[config.mk]
export PLATFORM = sky130hd
export DESIGN_NAME = mem_ctrl
export DESIGN_NICKNAME = d
export VERILOG_FILES = /design/src/rtl/mem_ctrl_pkg.sv /design/src/rtl/mem_ctrl.sv
export SDC_FILE = /design/constraint.sdc
export NUM_CORES = 1
export LEC_CHECK = 0
export ABC_AREA = 1
export CAP_MARGIN = 20
export CORE_UTILIZATION = 44
export CTS_CLUSTER_SIZE = 8
export DETAILED_ROUTE_END_ITERATION = 10
export GPL_TIMING_DRIVEN = 0
export PLACE_DENSITY = 0.82
export SLEW_MARGIN = 25
export SYNTH_ARGS = -nofsm -noshare
export SYNTH_HDL_FRONTEND = slang
export SYNTH_SLANG_ARGS = --single-unit
[constraint.sdc]
create_clock -name clk -period 3.75 [get_ports clk]
set_input_delay 0.75 -clock clk [delete_from_list [all_inputs] [get_ports clk]]
set_output_delay 0.75 -clock clk [all_outputs]
set_load 0.1 [all_outputs]
[src/rtl/mem_ctrl_pkg.sv]
// Shared definitions for the memory controller: reset level, boolean and
// zero constants, access length codes, IO region tag and FSM/owner encodings.
package mem_ctrl_pkg;

    localparam logic        RST_ENABLE = 1'b1;
    localparam logic        TRUE       = 1'b1;
    localparam logic        FALSE      = 1'b0;
    localparam logic [31:0] ZERO_WORD  = 32'h0000_0000;

    localparam logic [2:0]  LEN_B = 3'b001;
    localparam logic [2:0]  LEN_H = 3'b010;
    localparam logic [2:0]  LEN_W = 3'b100;

    localparam logic [1:0]  IO_ADDR_HI_DEF = 2'b11;

    typedef enum logic [1:0] {
        ST_IDLE  = 2'd0,
        ST_READ  = 2'd1,
        ST_WRITE = 2'd2,
        ST_DONE  = 2'd3
    } state_t;

    typedef enum logic {
        OWN_MEM = 1'b0,
        OWN_IF  = 1'b1
    } owner_t;

    // Byte count for a length code; anything unrecognised is a full word.
    function automatic logic [2:0] len_to_bytes(input logic [2:0] len);
        case (len)
            LEN_B:   return 3'd1;
            LEN_H:   return 3'd2;
            default: return 3'd4;
        endcase
    endfunction

endpackage

[src/rtl/mem_ctrl.sv]
// Memory controller: arbitrates MEM and IF requests and serialises each
// 1/2/4-byte access onto the byte-wide RAM/IO bus with a one-cycle done pulse.
module mem_ctrl
    import mem_ctrl_pkg::*;
#(
    parameter logic [1:0] IO_ADDR_HI = IO_ADDR_HI_DEF
) (
    input  logic        clk,
    input  logic        rst,
    input  logic        rdy,
    input  logic        mem_require_i,
    input  logic        mem_wr_i,
    input  logic [31:0] mem_addr_i,
    input  logic [2:0]  mem_length_i,
    input  logic [31:0] mem_data_i,
    output logic        mem_busy_o,
    output logic        mem_enable_o,
    output logic [31:0] mem_data_o,
    input  logic        if_require_i,
    input  logic [31:0] if_addr_i,
    output logic        if_busy_o,
    output logic        if_enable_o,
    output logic [31:0] if_data_o,
    input  logic [7:0]  ram_din_i,
    output logic [7:0]  ram_dout_o,
    output logic [31:0] ram_a_o,
    output logic        ram_wr_o,
    input  logic        io_buffer_full_i
);

    state_t      state_reg,  state_next;
    owner_t      owner_reg,  owner_next;
    logic        wr_reg,     wr_next;
    logic [31:0] addr_reg,   addr_next;
    logic [2:0]  nbytes_reg, nbytes_next;
    logic [2:0]  cnt_reg,    cnt_next;
    logic [31:0] data_reg,   data_next;

    logic        io_stall;
    logic        fire;
    logic [2:0]  byte_idx;
    logic [3:0]  cap_lane;

    assign io_stall = (addr_reg[17:16] == IO_ADDR_HI) && io_buffer_full_i;

    // One-hot lane select for the byte arriving on ram_din_i this cycle.
    generate
        for (genvar gi = 0; gi < 4; gi++) begin : g_lane
            assign cap_lane[gi] = (state_reg == ST_READ) && (cnt_reg == 3'(gi + 1));
        end
    endgenerate

    always_ff @(posedge clk) begin
        if (rst == RST_ENABLE) begin
            state_reg  <= ST_IDLE;
            owner_reg  <= OWN_MEM;
            wr_reg     <= FALSE;
            addr_reg   <= ZERO_WORD;
            nbytes_reg <= 3'd0;
            cnt_reg    <= 3'd0;
            data_reg   <= ZERO_WORD;
        end else if (rdy) begin
            state_reg  <= state_next;
            owner_reg  <= owner_next;
            wr_reg     <= wr_next;
            addr_reg   <= addr_next;
            nbytes_reg <= nbytes_next;
            cnt_reg    <= cnt_next;
            data_reg   <= data_next;
        end
    end

    always_comb begin
        state_next  = state_reg;
        owner_next  = owner_reg;
        wr_next     = wr_reg;
        addr_next   = addr_reg;
        nbytes_next = nbytes_reg;
        cnt_next    = cnt_reg;
        data_next   = data_reg;

        case (state_reg)
            ST_IDLE: begin
                if (mem_require_i) begin
                    owner_next  = OWN_MEM;
                    wr_next     = mem_wr_i;
                    addr_next   = mem_addr_i;
                    nbytes_next = len_to_bytes(mem_length_i);
                    data_next   = mem_wr_i ? mem_data_i : ZERO_WORD;
                    cnt_next    = 3'd0;
                    state_next  = mem_wr_i ? ST_WRITE : ST_READ;
                end else if (if_require_i) begin
                    owner_next  = OWN_IF;
                    wr_next     = FALSE;
                    addr_next   = if_addr_i;
                    nbytes_next = len_to_bytes(LEN_W);
                    data_next   = ZERO_WORD;
                    cnt_next    = 3'd0;
                    state_next  = ST_READ;
                end
            end

            ST_READ: begin
                for (int k = 0; k < 4; k++) begin
                    if (cap_lane[k]) begin
                        data_next[8*k +: 8] = ram_din_i;
                    end
                end
                if (cnt_reg == nbytes_reg) begin
                    cnt_next   = 3'd0;
                    state_next = ST_DONE;
                end else begin
                    cnt_next = cnt_reg + 3'd1;
                end
            end

            ST_WRITE: begin
                if (!io_stall) begin
                    if (cnt_reg == nbytes_reg - 3'd1) begin
                        cnt_next   = 3'd0;
                        state_next = ST_DONE;
                    end else begin
                        cnt_next = cnt_reg + 3'd1;
                    end
                end
            end

            ST_DONE: begin
                state_next = ST_IDLE;
            end

            default: begin
                state_next = ST_IDLE;
            end
        endcase
    end

    // The RAM returns the byte for the address seen on the previous edge. While
    // frozen (and after the last address) re-present the byte still awaiting
    // capture so the returned data lines up with the counter when it resumes.
    always_comb begin
        byte_idx = cnt_reg;
        if ((state_reg == ST_READ) && (cnt_reg != 3'd0) &&
            ((cnt_reg == nbytes_reg) || !rdy)) begin
            byte_idx = cnt_reg - 3'd1;
        end
    end

    always_comb begin
        ram_a_o    = ZERO_WORD;
        ram_dout_o = 8'h00;
        ram_wr_o   = FALSE;
        if ((state_reg == ST_READ) || (state_reg == ST_WRITE)) begin
            ram_a_o = addr_reg + {29'd0, byte_idx};
        end
        if (state_reg == ST_WRITE) begin
            ram_dout_o = data_reg[{cnt_reg[1:0], 3'b000} +: 8];
            ram_wr_o   = rdy && !io_stall && (rst != RST_ENABLE);
        end
    end

    assign fire = (state_reg == ST_DONE) && rdy && (rst != RST_ENABLE);

    assign mem_busy_o   = (state_reg != ST_IDLE);
    assign if_busy_o    = (state_reg != ST_IDLE);
    assign mem_enable_o = fire && (owner_reg == OWN_MEM);
    assign if_enable_o  = fire && (owner_reg == OWN_IF);
    assign mem_data_o   = (mem_enable_o && !wr_reg) ? data_reg : ZERO_WORD;
    assign if_data_o    = if_enable_o ? data_reg : ZERO_WORD;

endmodule

==> impl_metrics.ini, run 1 <==
[run_status]
status = finished with violations
violations = setup timing

[cts]
hold_buffers = 0
clk_path_buf_depth = 2
numCtsBuffers = 9
clock_tree.root_cell = clkbuf_16
clkSinkCount = 74
clkTransAtPathRegs_ps = 60
tritoncts = done
htreeDepth = 3
clock_latency_ps = 350

[synth]
yosysTopAreaCellShare_pct = 27.4
yosys_register_bits = 74
syn_area_per_cell_um2 = 6.21
yosysMostFrequentCell = nand2_1
syn_area_mm2 = 0.00540
yosys_most_used_dff = dfxtp_1
synthArstFlopShare_pct = 0
synthDistinctLibCells = 36
synth-simple-area-share_pct = 33.6
synth_common_cells = nand2_1 (225), nor2_1 (107), inv_1 (97)
yosysSeqAreaShare_pct = 27.4
synthXorXnorAreaFrac_pct = 1.46
yosys_warnings = 0
synth-edff-count = 0
synthTopCellsByArea = dfxtp_1 (27%), nand2_1 (16%), a31oi_1 (7.5%)
synth_mux_area_share_pct = 0
synth_top_family_by_area = simple AND/OR/NAND/NOR gates
synthesis.nets = 999
synth_largest_area_cell = dfxtp_1
synth_compound_area_share_pct = 21.2
synth_fa_ha_area_share_pct = 3.61
postSynthCellCount = 870

[power]
seqPwrFrac_pct = 27.3
p_comb_share_pct = 45.2
powerDensity_mw_per_mm2 = 399
switching_share_pct = 43.3
p_sw_mw = 1.61
vdd_drop_max_mv = 0.215
internal_power_mw = 2.11
power.leakage_nw = 4.03
clkPwrFrac_pct = 27.5

[timing]
final-setup-viol-count = 7
worst_slew_pin_slew_ps = 1060
setup_tns_ps = -421
final.min_clock_period_ps = 3830
timing.hold.ws_ps = 481
fmax_mhz = 261
fin_crit_sh_pct = 102
fin_worst_skew_ps = 9.46
slew_headroom_pct = 28.8
finalWorstSetupSlack_ps = -83.6
slew_violations = 0
hold_viol_final = 0
rsz0062_at_grt = true

[detailed_routing]
maxUsedRoutingLayer = met4
wl_met2_um = 11000
route.antenna.remaining_nets = 0
viasPerCell = 5.58
firstDrtPassIters = 6
route.detailed.drc = 0
drt-met1-wl_um = 8650
wl_per_cell_um = 17.8
drt_wl_total_um = 22600
num_vias = 7081
drt_iter0_drc = 475
wl_met3_um = 1970

[worst_setup_path]
r2r_cells = 9
required_ps = 3000
worstPathArrival_ps = 3080
critPathLaunchType = flop
crit_chain = clkinvlp_4 > ha_4 > a21oi_4 > nand2_4 > xor2_2 > ha_2 > fa_2 > nand2_2 > nand2_2 > and3_4 > nand2_4 > inv_4 > a21oi_1 > nor2_4 > buf_12
max_stage_delay_ps = 400
worstSetupPathType = reg2out
slowest_stage = fa_2
crit_fanout = 4
regToRegSetupSlack_ps = 1870
worstSetupEndpointType = primary output

[die]
ios = 223
initial_core_util_pct = 45.0
row_count = 40
die_h_um = 113
die_area_mm2 = 0.0127
design.core.area_mm2 = 0.0120
die_w_um = 113

[flow_run]
drv_cap = 0

[worst_hold_path]
hold_path_depth = 2
hold_path.class = reg2reg

[global_route]
track_usage_pct = 34.2
antenna_found_initial = 0
grt_max_degree = 14
grt_pass1_vias = 6501
grt_pass1_wl_um = 33700
grt.overflow.total = 0

[place]
gp_congestion = 0.941
pre_cts_slack_ps = -1580
place_area_mm2 = 0.00829
dp.final_hpwl_um = 17100
io_buffers = 221

[cells_and_area]
area_growth_pct = 72.6
fin_area_mm2 = 0.00932
fin_util_pct = 77.6
drive_gt1_share_pct = 22.7
antenna_cells = 0
fill_cells = 891
nets = 1245
==> layout make-up <==
cell class              count  area, µm²  area share (%)
flip-flops and latches     74       1490            16.0
plain buffers              42        302            3.23
inverters                 105        420            4.51
clock buffers               9        225            2.42
clock inverters             7        116            1.25
well taps                 147        184            1.97
multi-input cells         646       4000            42.9
repair buffers            238       2580            27.7
==> logic make-up (layout without fill, tap and decap cells) <==
| logic type | after synthesis | after routing |
|---|---|---|
| AND/OR/NAND/NOR | 416 | 416 |
| buffers and inverters | 150 | 401 |
| flip-flops | 74 | 74 |
| XOR/XNOR | 9 | 9 |
| adder cells (fa/ha/maj) | 15 | 15 |
| AO/OA/AOI/OAI | 206 | 206 |
==> cell usage in the layout, fill, tap and decap left out, types with 5 or more instances in the layout <==
cell type / synthesis / final
nor2_2: 27 / 8
nand2_2: 2 / 17
buf_2: 11 / 7
a21oi_1: 73 / 64
buf_4: 7 / 22
nor2_4: 7 / 60
nand4_1: 6 / 6
inv_4: 0 / 7
nor3_1: 16 / 10
buf_12: 0 / 16
clkbuf_1: 16 / 13
buf_6: 11 / 24
inv_1: 97 / 89
dlymetal6s2s_1: 0 / 30
clkdlybuf4s50_1: 0 / 128
nand3_1: 18 / 13
dlygate4sd2_1: 0 / 30
ha_1: 14 / 10
inv_2: 7 / 6
nand3_2: 1 / 5
dfxtp_1: 74 / 69
o21ai_1: 8 / 10
nand2_4: 1 / 6
a21oi_4: 0 / 7
nand2_1: 225 / 204
a21oi_2: 4 / 6
o21ai_0: 52 / 47
nor2_1: 107 / 73
a31oi_1: 65 / 65
clkbuf_16: 0 / 9
nor3_4: 2 / 7
==> final timing paths <==
check | from | end
min | wr_reg$_SDFFE_PP0P_ | wr_reg$_SDFFE_PP0P_
max | cnt_reg[1]$_SDFFE_PP0P_ | ram_a_o[18]
max reg2reg | cnt_reg[1]$_SDFFE_PP0P_ | data_reg[7]$_SDFFE_PP0P_
min reg2reg | wr_reg$_SDFFE_PP0P_ | wr_reg$_SDFFE_PP0P_
==> power by group through the flow <==
stage | registers (mW) | clock network, mW | logic [mW]
after floorplan | 0.980 | 0 | 1.09
after global placement | 1.01 | 0 | 1.49
after detailed placement | 1.02 | 0 | 1.51
after CTS | 1.00 | 1.02 | 1.58
after global routing | 1.03 | 1.05 | 1.78
final | 1.02 | 1.02 | 1.68
==> per-layer routing <==
metal  global-route usage (%)  vias up
li1                         -     3324
met1                     40.0     3225
met2                     60.3      452
met3                     5.78       80
met4                     17.2        0
met5                        0        -
==> worst max-delay path, delay by kind of cell (launching register included) <==
kind            cells  cell delay [ps]
fa+ha+maj           3              790
compound gates      2              420
simple gates        6              590
buf+inv             3              370
flops               1              380
xor+xnor            1              180
==> metrics by stage <==
step	std cells	power, mW
2_1_floorplan	870	2.07
3_3_place_gp	1238	2.50
3_5_place_dp	1238	2.52
4_1_cts	1258	3.61
5_1_grt	1268	3.85
6_report	1268	3.72
==> timing repair <==
item / CTS / global route
gates resized for setup: 293 / 109
gates cloned: 1 / 0
setup endpoints to repair: 99 / 60
endpoints found under the hold margin: 0 / 0
pin swaps: 6 / 30
setup buffers: 5 / 11
Power figures use the tool's default switching activity.
==> run 2: changes to the inputs <==
--- a/config.mk
+++ b/config.mk
@@ -12,6 +12,7 @@
 export DETAILED_ROUTE_END_ITERATION = 10
 export GPL_TIMING_DRIVEN = 0
 export PLACE_DENSITY = 0.82
+export RECOVER_POWER = 100
 export SLEW_MARGIN = 25
 export SYNTH_ARGS = -nofsm -noshare
 export SYNTH_HDL_FRONTEND = slang
==> impl_metrics.ini, run 2 (synthesis gave the netlist of run 1 again) <==
[die]
die_w_um = 113
ios = 223
row_count = 40
design.core.area_mm2 = 0.0120
die_h_um = 113
initial_core_util_pct = 45.0
die_area_mm2 = 0.0127

[cts]
clock_latency_ps = 350
clkSinkCount = 74
tritoncts = done
clkTransAtPathRegs_ps = 60
htreeDepth = 3
numCtsBuffers = 9
clk_path_buf_depth = 2
clock_tree.root_cell = clkbuf_16

[worst_setup_path]
regToRegSetupSlack_ps = 1070
max_stage_delay_ps = 400
crit_chain = clkinvlp_4 > ha_4 > a21oi_4 > nand2_4 > xor2_2 > ha_2 > fa_2 > nand2_2 > nand2_2 > and3_4 > nand2_4 > inv_4 > nand3_2 > nand2_2 > nor2_4 > buf_12
crit_fanout = 4
crit_path_frequent_cell = nand2_2
required_ps = 3000
worstPathArrival_ps = 3080
slowest_stage = fa_2
worstSetupEndpointType = primary output
r2r_cells = 9
critPathLaunchType = flop
worstSetupPathType = reg2out

[detailed_routing]
viasPerCell = 5.55
firstDrtPassIters = 5
drt_iter0_drc = 458
wl_per_cell_um = 17.9
route.detailed.drc = 0
num_vias = 7034
route.antenna.remaining_nets = 0
drt_wl_total_um = 22700

[cells_and_area]
fin_area_mm2 = 0.00877
nets = 1245
layout_commonest_cell = nand2_1
drive_gt1_share_pct = 21.0
layout_common_cells = nand2_1 (205), clkdlybuf4s50_1 (113), inv_1 (89), clkbuf_1 (81), nor2_1 (80)
antenna_cells = 0
fin_util_pct = 73.0
area_growth_pct = 62.3

[timing]
setup_tns_ps = -391
slew_headroom_pct = 18.7
worst_slew_pin_slew_ps = 1220
fin_worst_skew_ps = 9.90
finalWorstSetupSlack_ps = -79.4
fmax_mhz = 261
hold_viol_final = 0
final-setup-viol-count = 8
slew_violations = 0
final.min_clock_period_ps = 3830
rsz0062_at_grt = true
fin_crit_sh_pct = 102

[global_route]
track_usage_pct = 34.2
grt.overflow.total = 0
grt_pass1_vias = 6501
grt_max_degree = 14
antenna_found_initial = 0
grt_pass1_wl_um = 33700

[run_status]
status = finished with violations
violations = setup timing

[power]
powerDensity_mw_per_mm2 = 417
power.leakage_nw = 3.17
total_power_mw = 3.66
vdd_drop_max_mv = 0.212

[flow_run]
drv_cap = 0

[place]
gp_congestion = 0.941
pre_cts_slack_ps = -1580
dp.final_hpwl_um = 17100
place_area_mm2 = 0.00829
io_buffers = 221

[worst_hold_path]
hold_path.class = reg2reg
hold_path_depth = 2
## run 2: cell types whose count changed in the layout (fill, tap and decap cells not counted), sizes merged
cell / before / now
clkdlybuf4s50: 128 / 113
dlygate4sd3: 0 / 15
buf: 71 / 63
dlymetal6s2s: 30 / 0
clkbuf: 25 / 93
dlygate4sd2: 30 / 0
## run 2: worst max-delay path, delay by kind of cell, from the launching register on
family | cells | cell delay, ps
AND/OR/NAND/NOR | 8 | 820
adder cells (fa/ha/maj) | 3 | 790
XOR/XNOR | 1 | 180
flip-flops | 1 | 380
buffers and inverters | 3 | 380
AO/OA/AOI/OAI | 1 | 180
## run 2: metrics by stage
stage,hold slack (ps),std cells
2_1_floorplan,453,870
3_3_place_gp,470,1238
3_5_place_dp,474,1238
4_1_cts,484,1258
5_1_grt,511,1268
6_report,480,1268
## run 2: where the power goes
group          total [mW]  leakage [nW]  internal, mW  switching [mW]
sequential           1.01         0.610         0.903           0.112
clock                1.02         0.166         0.650           0.373
combinational        1.62          2.39         0.519            1.10
## run 2: timing repair
action                     4_1_cts  5_1_grt
gates resized for setup        293      109
gates cloned                     1        0
setup endpoints to repair       99       60
hold buffers                     0        0
pin swaps                        6       30
buffers inserted                 5       11
## run 2: path summary, 6_finish.rpt
kind,from,endpoint
worst min register to register,wr_reg$_SDFFE_PP0P_,wr_reg$_SDFFE_PP0P_
worst min-delay path,wr_reg$_SDFFE_PP0P_,wr_reg$_SDFFE_PP0P_
worst max register to register,state_reg[0]$_SDFFE_PP0P_,addr_reg[19]$_SDFFE_PP0P_
worst max-delay path,cnt_reg[1]$_SDFFE_PP0P_,ram_a_o[18]
## run 2: metal layers
layer	global-route usage (%)	up-vias	part of all wire (%)
met5	0	-	0
li1	-	3319	-
met2	60.3	414	49
met4	17.2	0	4.3
met3	5.78	78	8.5
met1	40.0	3223	39
## run 2: cell type report
type                            count  area, µm²
Buffer                             42        245
Clock buffer                        9        225
Clock inverter                      7        116
Fill cell                        1007       3240
Inverter                          105        420
Multi-Input combinational cell    646       3920
Sequential cell                    74       1490
Tap cell                          147        184
Timing Repair Buffer              238       2170
==> run 3: changes to the inputs <==
--- a/config.mk
+++ b/config.mk
@@ -13,6 +13,7 @@
 export GPL_TIMING_DRIVEN = 0
 export PLACE_DENSITY = 0.82
 export RECOVER_POWER = 100
+export SETUP_SLACK_MARGIN = 0.3
 export SLEW_MARGIN = 25
 export SYNTH_ARGS = -nofsm -noshare
 export SYNTH_HDL_FRONTEND = slang
==> constraint.sdc (replaced) <==
create_clock -name clk -period 4.3 [get_ports clk]
set_input_delay 0.86 -clock clk [delete_from_list [all_inputs] [get_ports clk]]
set_output_delay 0.86 -clock clk [all_outputs]
set_load 0.1 [all_outputs]
==> impl_metrics.ini, run 3 (synthesis gave the netlist of run 1 again) <==
[run_status]
status = finished clean

[place]
pre_cts_slack_ps = -1220
io_buffers = 221
dp.final_hpwl_um = 16500
place_area_mm2 = 0.00824
gp_congestion = 0.967
dp_cells = 1238

[power]
clkPwrFrac_pct = 24.3
power.leakage_nw = 3.13
switching_share_pct = 45.4
powerDensity_mw_per_mm2 = 347
p_comb_share_pct = 46.0
seqPwrFrac_pct = 29.7
p_sw_mw = 1.34
internal_power_mw = 1.61
vdd_drop_max_mv = 0.195

[timing]
fin_crit_sh_pct = 96.0
slew_violations = 0
worst_slew_pin_slew_ps = 1200
slew_headroom_pct = 20.6
fin_worst_skew_ps = 6.91
rsz0062_at_grt = true
final.min_clock_period_ps = 4130
finalWorstSetupSlack_ps = 171
fmax_mhz = 242
setup_tns_ps = 0
final-setup-viol-count = 0
hold_viol_final = 0

[detailed_routing]
num_vias = 6924
drt_iter0_drc = 448
viasPerCell = 5.42
drt_wl_total_um = 21900
firstDrtPassIters = 7
route.detailed.drc = 0
wl_per_cell_um = 17.1
route.antenna.remaining_nets = 0

[cells_and_area]
multi_input_area_mm2 = 0.00377
nets = 1254
fin_util_pct = 70.6
fin_area_mm2 = 0.00848
fill_cells = 1062
final_cells = 1277
layout_common_cells = nand2_1 (209), clkdlybuf4s50_1 (110), inv_1 (91), nor2_1 (82), clkbuf_1 (78)
area_growth_pct = 56.9
antenna_cells = 0
drive_gt1_share_pct = 19.7
ff_latch_area_mm2 = 0.00149
layout_commonest_cell = nand2_1

[die]
die_h_um = 113
row_count = 40
die_area_mm2 = 0.0127
design.core.area_mm2 = 0.0120
initial_core_util_pct = 45.0
ios = 223
die_w_um = 113

[worst_setup_path]
regToRegSetupSlack_ps = 1850
worstSetupEndpointType = primary output
critPathLaunchType = flop
required_ps = 3440
cp-startpoint = cnt_reg[0]$_SDFFE_PP0P_
crit_fanout = 6
worstSetupPathType = reg2out
r2r_cells = 9
worstSetupEndpoint = ram_a_o[17]
regToRegEndpoint = addr_reg[11]$_SDFFE_PP0P_
reg2reg_from = state_reg[0]$_SDFFE_PP0P_
worstPathArrival_ps = 3270

[global_route]
grt_max_degree = 13
use_met3_pct = 4.23
grt_pass1_vias = 6277
grt_pass1_wl_um = 32200
grtUsageMet1_pct = 38.6
grt.overflow.total = 0
grt_use_met2_pct = 58.0
antenna_found_initial = 0
grt.busiest_layer = met2
track_usage_pct = 32.5

[flow_run]
drv_cap = 0

[cts]
clkTransAtPathRegs_ps = 60
tritoncts = done
htreeDepth = 3
clk_path_buf_depth = 2
hold_buffers = 0
clock_latency_ps = 350
clock_tree.root_cell = clkbuf_16
clkSinkCount = 74
numCtsBuffers = 9

[worst_hold_path]
hold_path_depth = 2
hold_path.class = reg2reg
run 3: cell count changes in the layout (fill, tap and decap cells not counted), moves of 4 or more:
cell           delta
nand3_1           +4
dlygate4sd3_1     +9
nand2_1           +4
nand3_2           -4
clkbuf_4          +7
buf_4             +8
buf_12            -9
run 3: metal layers:
| metal | part of all wire [%] | routed length [µm] |
|---|---|---|
| met1 | 39 | 8540 |
| met2 | 49 | 10800 |
| met3 | 7.9 | 1740 |
| met4 | 3.8 | 834 |
| met5 | 0 | 0 |
run 3: area by class of cell:
cell class | instances | area share [%]
multi-input combinational | 646 | 44.4
timing repair buffer | 244 | 24.7
sequential | 74 | 17.5
inverter | 105 | 4.83
buffer | 45 | 3.19
clock buffer | 11 | 2.86
tap | 147 | 2.17
clock inverter | 5 | 0.354
run 3: what timing repair did:
action / 4_1_cts / 5_1_grt
buffers inserted: 10 / 13
resized for setup: 274 / 85
endpoints found under the setup margin: 96 / 66
pin swaps: 12 / 23
run 3: worst min-delay path by stage:
stage	from	end	slack, ps
after floorplan	wr_reg$_SDFFE_PP0P_	wr_reg$_SDFFE_PP0P_	450
after global placement	wr_reg$_SDFFE_PP0P_	wr_reg$_SDFFE_PP0P_	470
after detailed placement	wr_reg$_SDFFE_PP0P_	wr_reg$_SDFFE_PP0P_	480
after CTS	nbytes_reg[0]$_SDFFE_PP0P_	nbytes_reg[0]$_SDFFE_PP0P_	490
after global routing	nbytes_reg[1]$_SDFFE_PP0P_	nbytes_reg[1]$_SDFFE_PP0P_	520
final	nbytes_reg[0]$_SDFFE_PP0P_	nbytes_reg[0]$_SDFFE_PP0P_	490
run 3: through the flow:
step	total power, mW	hold WS, ps
2_1_floorplan	1.79	453
3_3_place_gp	2.16	468
3_5_place_dp	2.18	478
4_1_cts	2.93	493
5_1_grt	3.06	525
6_report	2.94	491
run 3: worst max-delay path: stages (launching register included):
cell and delay, ps:
dfxtp_2 330, buf_6 100, inv_4 30, buf_6 100, buf_8 120, ha_4 160, a21oi_4 140, nand3_1 110
xor2_1 200, inv_1 110, ha_4 290, or2_4 150, nand3_4 150, nor2_4 200, a31oi_1 140, nor2_4 110
clkbuf_2 460
run 3: power groups by stage:
stage,combinational (mW),sequential [mW],clock [mW]
floorplan,0.939,0.854,0
global placement,1.28,0.879,0
detailed placement,1.30,0.882,0
CTS,1.35,0.869,0.710
global route,1.43,0.883,0.738
finish,1.35,0.874,0.716
